## config.mk

```make
export PLATFORM = sky130hd
export DESIGN_NAME = instr_encoder
export DESIGN_NICKNAME = d
export VERILOG_FILES = /design/src/rtl/instr_encoder.sv
export SDC_FILE = /design/constraint.sdc
export NUM_CORES = 1
export LEC_CHECK = 0
export ABC_AREA = 1
export CORE_MARGIN = 4
export CORE_UTILIZATION = 45
export CTS_BUF_LIST = sky130_fd_sc_hd__clkbuf_8
export CTS_CLUSTER_SIZE = 12
export DETAILED_ROUTE_END_ITERATION = 8
export PLACE_DENSITY = 0.71
export SYNTH_ARGS = -nofsm -noshare
export SYNTH_HDL_FRONTEND = slang
export SYNTH_SLANG_ARGS = --single-unit
```

## constraint.sdc

```tcl
create_clock -name clock -period 2.76 [get_ports clock]
set_input_delay 0.69 -clock clock [delete_from_list [all_inputs] [get_ports clock]]
set_output_delay 0.69 -clock clock [all_outputs]
set_load 0.03 [all_outputs]
```

## src/rtl/instr_encoder.sv

```systemverilog
// instr_encoder: packs decoded RV32I subset fields into 32-bit instruction
// words, buffers them in a FIFO and presents them with a sequential word
// address for loading into instruction memory.
module instr_encoder #(
  parameter int DEPTH  = 8,
  parameter int ADDR_W = 12
) (
  input  logic                     clock,
  input  logic                     reset,
  input  logic                     in_valid,
  output logic                     in_ready,
  input  logic [3:0]               in_op,
  input  logic [4:0]               in_rd,
  input  logic [4:0]               in_rs1,
  input  logic [4:0]               in_rs2,
  input  logic [11:0]              in_imm,
  output logic                     out_valid,
  input  logic                     out_ready,
  output logic [31:0]              out_instr,
  output logic [ADDR_W-1:0]        out_addr,
  output logic                     err,
  output logic [$clog2(DEPTH):0]   count
);

  localparam int PTR_W = $clog2(DEPTH);
  localparam int CNT_W = PTR_W + 1;
  localparam logic [CNT_W-1:0] FULL_COUNT = CNT_W'(DEPTH);

  // Mnemonic codes as presented on in_op; 10..15 are illegal.
  typedef enum logic [3:0] {
    OP_LW   = 4'd0,
    OP_SW   = 4'd1,
    OP_BEQ  = 4'd2,
    OP_ADD  = 4'd3,
    OP_SUB  = 4'd4,
    OP_AND  = 4'd5,
    OP_OR   = 4'd6,
    OP_SRL  = 4'd7,
    OP_ANDI = 4'd8,
    OP_ORI  = 4'd9
  } op_e;

  localparam logic [6:0] OPC_LOAD   = 7'b0000011;
  localparam logic [6:0] OPC_STORE  = 7'b0100011;
  localparam logic [6:0] OPC_BRANCH = 7'b1100011;
  localparam logic [6:0] OPC_RTYPE  = 7'b0110011;
  localparam logic [6:0] OPC_ITYPE  = 7'b0010011;

  logic [31:0]       mem [DEPTH];
  logic [PTR_W-1:0]  wr_ptr_reg;
  logic [PTR_W-1:0]  rd_ptr_reg;
  logic [CNT_W-1:0]  count_reg;
  logic [ADDR_W-1:0] addr_reg;
  logic              err_reg;

  logic [31:0]       enc_word;
  logic              legal;
  logic              accept;
  logic              push;
  logic              pop;

  // Flow control derives only from registered occupancy.
  assign in_ready  = (count_reg != FULL_COUNT);
  assign out_valid = (count_reg != '0);
  assign accept    = in_valid && in_ready;
  assign push      = accept && legal;
  assign pop       = out_valid && out_ready;

  assign out_instr = out_valid ? mem[rd_ptr_reg] : 32'h0;
  assign out_addr  = addr_reg;
  assign err       = err_reg;
  assign count     = count_reg;

  // Combinational field packing and legality check of the offered bundle.
  always_comb begin
    enc_word = 32'h0;
    legal    = 1'b1;
    case (in_op)
      OP_LW:   enc_word = {in_imm, in_rs1, 3'b010, in_rd, OPC_LOAD};
      OP_SW:   enc_word = {in_imm[11:5], in_rs2, in_rs1, 3'b010,
                           in_imm[4:0], OPC_STORE};
      OP_BEQ: begin
        // The 13-bit branch offset is in_imm sign-extended, so both
        // offset bits 12 and 11 come from in_imm[11]; an odd offset
        // cannot be represented.
        enc_word = {in_imm[11], in_imm[10:5], in_rs2, in_rs1, 3'b000,
                    in_imm[4:1], in_imm[11], OPC_BRANCH};
        legal    = !in_imm[0];
      end
      OP_ADD:  enc_word = {7'b0000000, in_rs2, in_rs1, 3'b000, in_rd, OPC_RTYPE};
      OP_SUB:  enc_word = {7'b0100000, in_rs2, in_rs1, 3'b000, in_rd, OPC_RTYPE};
      OP_AND:  enc_word = {7'b0000000, in_rs2, in_rs1, 3'b111, in_rd, OPC_RTYPE};
      OP_OR:   enc_word = {7'b0000000, in_rs2, in_rs1, 3'b110, in_rd, OPC_RTYPE};
      OP_SRL:  enc_word = {7'b0000000, in_rs2, in_rs1, 3'b101, in_rd, OPC_RTYPE};
      OP_ANDI: enc_word = {in_imm, in_rs1, 3'b111, in_rd, OPC_ITYPE};
      OP_ORI:  enc_word = {in_imm, in_rs1, 3'b110, in_rd, OPC_ITYPE};
      default: legal = 1'b0;
    endcase
  end

  // FIFO storage write; data needs no reset since out_instr is gated by out_valid.
  always_ff @(posedge clock) begin
    if (!reset && push) begin
      mem[wr_ptr_reg] <= enc_word;
    end
  end

  // Pointers, occupancy, head address and the rejection pulse.
  always_ff @(posedge clock) begin
    if (reset) begin
      wr_ptr_reg <= '0;
      rd_ptr_reg <= '0;
      count_reg  <= '0;
      addr_reg   <= '0;
      err_reg    <= 1'b0;
    end else begin
      if (push) begin
        wr_ptr_reg <= wr_ptr_reg + PTR_W'(1);
      end
      if (pop) begin
        rd_ptr_reg <= rd_ptr_reg + PTR_W'(1);
        addr_reg   <= addr_reg + ADDR_W'(1);
      end
      case ({push, pop})
        2'b10:   count_reg <= count_reg + CNT_W'(1);
        2'b01:   count_reg <= count_reg - CNT_W'(1);
        default: count_reg <= count_reg;
      endcase
      err_reg <= accept && !legal;
    end
  end

endmodule

```

# Yosys cells after proc, flatten, opt, wreduce, memory -nomap -nowiden
# Memories as Yosys holds them, arrays and structs flattened. A register that Yosys moved wholly into a read port is not among the register bits.
# Index checks and enable logic that the tools add are counted.
# Widths: inputs -> output; s select.
# word_totals
in_bits	35
wordCells	43
ramBits	256
register_bits	23
output_inout_bits	51
n_memories	1
# classes
reduce_logical	12
add_sub_neg	5
n_eq_ne	12
n_mux	8
# memory_table
name	depth	width	rd	rd_clocked_by_memory_dff	write_ports	line	rtl
mem	8	32	1	1	1	49	logic [31:0] mem [DEPTH];
# op_table
cell	n
$pmux 32 s10	1
$mux 32	1
$eq 4x3->1 const B	4
$add 12x1->12 const B	1
$reduce_or 9->1	1
$eq 4x2->1 const B	2
$eq 4x4->1 const B	2
$pmux 4 s2	1
$add 3x1->3 const B	2
$mux 3	2
$logic_and 1x1->1	5
$add 4x1->4 const B	1
$eq 4x1->1 const B	1
$logic_not 4->1	1
$ne 4x4->1 const B	1
$reduce_bool 4->1	1
$sub 4x1->4 const B	1
$logic_not 1->1	3
$eq 2x1->1 const B	1
$eq 2x2->1 const B	1
$mux 1	2
$pmux 1 s2	1
$reduce_bool 2->1	1

# Longest topological paths before layout
# logic_depth
word_depth	7
depth_mapped	15
depth_no_buf	15

# Worst setup path before layout
# Ideal clock, no wire load.
# synth_path
kind	register -> register
startpoint	register count_reg[1] (netlist: count[1])
endpoint	memory mem[0][10], enable pin
slack_ps	-251
n_path_buf	0
period_less_slack_ps	3011
setup_ps	415
t_required_ps	2345
arrival_ps	2596
path_stages_with_launch	7
path_cell_list	dfxtp_1 -> nor2_1 -> nand3_1 -> nand3_1 -> nor2_1 -> nand2_1 -> nor2_1
# synth_between
elab_chain_cells	6
# synth_lines
element	line	rtl
from (decl)	52	logic [CNT_W-1:0] count_reg;
from (signal assigned)	125	2'b10: count_reg <= count_reg + CNT_W'(1);
from (signal assigned)	126	2'b01: count_reg <= count_reg - CNT_W'(1);
from (signal assigned)	127	default: count_reg <= count_reg;
$ne 4x4->1	63	assign in_ready = (count_reg != FULL_COUNT);
via in_ready	11	output logic in_ready,
$logic_and 1x1->1	65	assign accept = in_valid && in_ready;
$logic_and 1x1->1	66	assign push = accept && legal;
$logic_and 1x1->1	103	if (!reset && push) begin
$mux 1	103	
$mux 1 (implied by the code)	104	mem[wr_ptr_reg] <= enc_word;
to (decl)	49	
# The timed path passes the listed nets, and every way through them passes these cells.

==> flow_metrics.py <==
metrics = {
    "detailed_routing": {
        "drt-met1-wl_um": 11330,
        "drcViolationCount": 0,
        "drt-total-wl_um": 28550,
        "top_layer_used": "met4",
        "vias": 8124,
        "met3_length_um": 2617,
        "viasPerCell": 5.366,
        "wl_per_cell_um": 18.86,
        "dr_wl_met2_um": 13850,
        "drt_iter0_drc": 675,
        "dr.pass1.iters": 5,
        "antenna_left": 0,
    },
    "sta": {
        "drv_slew": 0,
        "rsz0062_at_grt": "yes",
        "setup_viol": 0,
        "worstMarginPinSlew_ns": 0.6504,
        "finalCriticalPeriod_ns": 2.731,
        "max_freq_mhz": 366.1,
        "fin_crit_sh_pct": 98.96,
        "final-hold-violation-count": 0,
        "setup_tns_ns": 0,
        "whs_ns": 0.4783,
        "relSlewSlack_pct": 56.35,
        "clock_skew_ns": 0.01892,
    },
    "global_route": {
        "grt_usage_pct": 20.79,
        "grt_pass1_wl_um": 42840,
        "antenna_found_initial": 0,
        "first_global_vias": 7892,
        "overflow": 0,
        "grt_start_max_net_pins": 29,
    },
    "clock_network": {
        "clkSlewWorstSetupHoldPaths_ns": 0.06,
        "ctsHoldBuffers": 0,
        "cts_inserted_buffers": 43,
        "ctsHtreeMaxLevel": 2,
        "cts_tree": "yes",
        "clk_latency_ns": 0.54,
        "cts_root_buffer": "clkbuf_8",
        "cts_buffer_depth": 3,
        "clock_sinks": 258,
    },
    "yosys": {
        "yosys.area.top_type": "edfxtp_1",
        "ys_async_sr_fraction_pct": 0,
        "syn_area_sq_um": 10890,
        "synthTopCellsByCount": "253 x nor2_1, 232 x edfxtp_1, 129 x o21ai_0",
        "ys_seq_area_share_pct": 68.77,
        "syn-instance-count": 966,
        "yosys_warnings": 0,
        "ys_types": 37,
        "syn_area_per_cell_sq_um": 11.27,
        "synth_edf_count": 232,
        "synth_most_common_cell": "nor2_1",
        "ys_top_cells_by_area": "edfxtp_1 64%, nor2_1 8.7%, o21ai_0 5.9%",
        "synth_top_cell_area_share_pct": 63.99,
        "synth_flop_cell": "edfxtp_1",
        "ys_seq_elements": 258,
    },
    "cells_and_area": {
        "largest_reg_flops": 232,
        "nets": 1204,
        "antennaDiodeCount": 0,
        "fin_cells": 1514,
        "drive_above_1_share_pct": 23.18,
        "synthToLayoutAreaGrowth_pct": 30.94,
    },
    "floorplan": {
        "start_util_pct": 46.11,
        "dieWidth_um": 163.5,
        "die_area_sq_um": 26750,
        "ios": 86,
        "row_count": 56,
        "die_h_um": 163.5,
        "coreArea_sq_um": 23610,
    },
    "placed_design": {
        "port_buffers": 83,
        "dp_cells": 1399,
        "gp_congestion": 0.8344,
        "dp.final_hpwl_um": 16810,
    },
    "setup_path": {
        "r2r_slack_ns": 0.44,
        "worst_ep_arrival_time_ns": 2.04,
        "cp-start-kind": "flop",
        "timing.rr.end": "count[3]",
        "path_max_fanout": 8,
        "rr_startpoint": "count[0]",
        "worst-setup-path-type": "flop to primary output",
        "required_ns": 2.07,
        "end_kind": "primary output",
        "reg2reg_depth": 14,
    },
    "min_path": {
        "hold_depth": 2,
        "hold_class": "flop to flop",
        "min_from": "rd_ptr_reg[2]",
    },
    "power_and_ir_drop": {
        "p_leak_nw": 5.262,
        "powerDensity_nw_per_um2": 995.5,
        "vdd_ir_drop_max_mv": 0.4571,
        "finalPower_w": 0.01419,
    },
    "status": {
        "status": "finished clean",
    },
    "flow_run": {
        "cap_violations": 0,
    },
}
-- per-stage QoR --
stage	util [%]	instance area (sq um)	setup slack, ns
3_3_place_gp	53.77	12700	-0.1291
4_1_cts	59.24	13990	-0.02566
6_report	60.37	14250	0.02871
2_1_floorplan	-	10890	-0.2507
5_1_grt	60.37	14250	-0.08668
3_5_place_dp	53.77	12700	-0.2246
-- final cells by class --
class / count / area (sq um)
Fill cell: 1813 / 9358
Multi-Input combinational cell: 608 / 3084
Inverter: 50 / 211.5
Timing Repair Buffer: 199 / 2237
Sequential cell: 258 / 7498
Timing Repair inverter: 2 / 17.52
Tap cell: 319 / 399.1
Clock inverter: 34 / 201.4
Clock buffer: 44 / 605.6
-- where the power goes --
group / internal [W] / leakage, nW / total (W) / switching [W]
clock network: 0.00168 / 0.469 / 0.00315 / 0.00147
registers: 0.00441 / 2.33 / 0.00451 / 0.000102
logic: 0.00276 / 2.46 / 0.00652 / 0.00377
-- how the worst max path moves through the flow --
stage          startpoint  slack, ns       endpoint  depth (start not counted)
2_1_floorplan    count[1]      -0.25     mem[0][10]                          6
3_3_place_gp     in_op[1]      -0.13       count[2]                         13
3_5_place_dp     in_op[1]      -0.22       count[2]                         13
4_1_cts              flop      -0.03  out_instr[27]                          7
5_1_grt              flop      -0.09  out_instr[14]                         10
6_report             flop       0.03  out_instr[13]                         10
-- metal layers --
layer  track usage [%]  up-vias
met5                 0        -
met1             26.15     3873
li1                  -     3790
met4             6.710        0
met3             5.879       71
met2             34.98      390
-- timing repair --
action                                 in CTS  in global routing
setup buffers                              25                  4
cloned                                      6                  4
endpoints found under the hold margin       0                  0
pin swaps                                  14                 33
resized for setup                         107                105
setup endpoints to repair                  30                 28
-- critical path: stages (launching register included) --
cell and delay, ns:
dfxtp_4 0.37, buf_12 0.14, inv_12 0.04, buf_12 0.13, buf_12 0.13, buf_12 0.13, nor2_1 0.11, o22ai_2 0.11
nor2_2 0.15, nor2_4 0.06, buf_12 0.13
-- cells by family after synthesis --
group                    synth area share (%)
adder cells (fa/ha/maj)                0.8735
XOR/XNOR                               0.3219
other                                 0.03445
flip-flops                              68.77
AND/OR/NAND/NOR                         13.88
AO/OA/AOI/OAI                           11.22
buffers and inverters                   4.896
-- cell usage in the layout (no fill, tap or decap), types with 28 or more instances in the layout --
| cell type | netlist | final |
|---|---|---|
| buf_12 | 0 | 32 |
| buf_4 | 11 | 86 |
| clkbuf_8 | 0 | 44 |
| clkdlybuf4s50_1 | 0 | 52 |
| edfxtp_1 | 232 | 232 |
| inv_1 | 44 | 56 |
| nand2_1 | 99 | 99 |
| nor2_1 | 253 | 211 |
| nor2_2 | 2 | 29 |
| o211ai_1 | 28 | 28 |
| o21ai_0 | 129 | 105 |
| o21ai_1 | 11 | 31 |
Power figures use the tool's default switching activity.
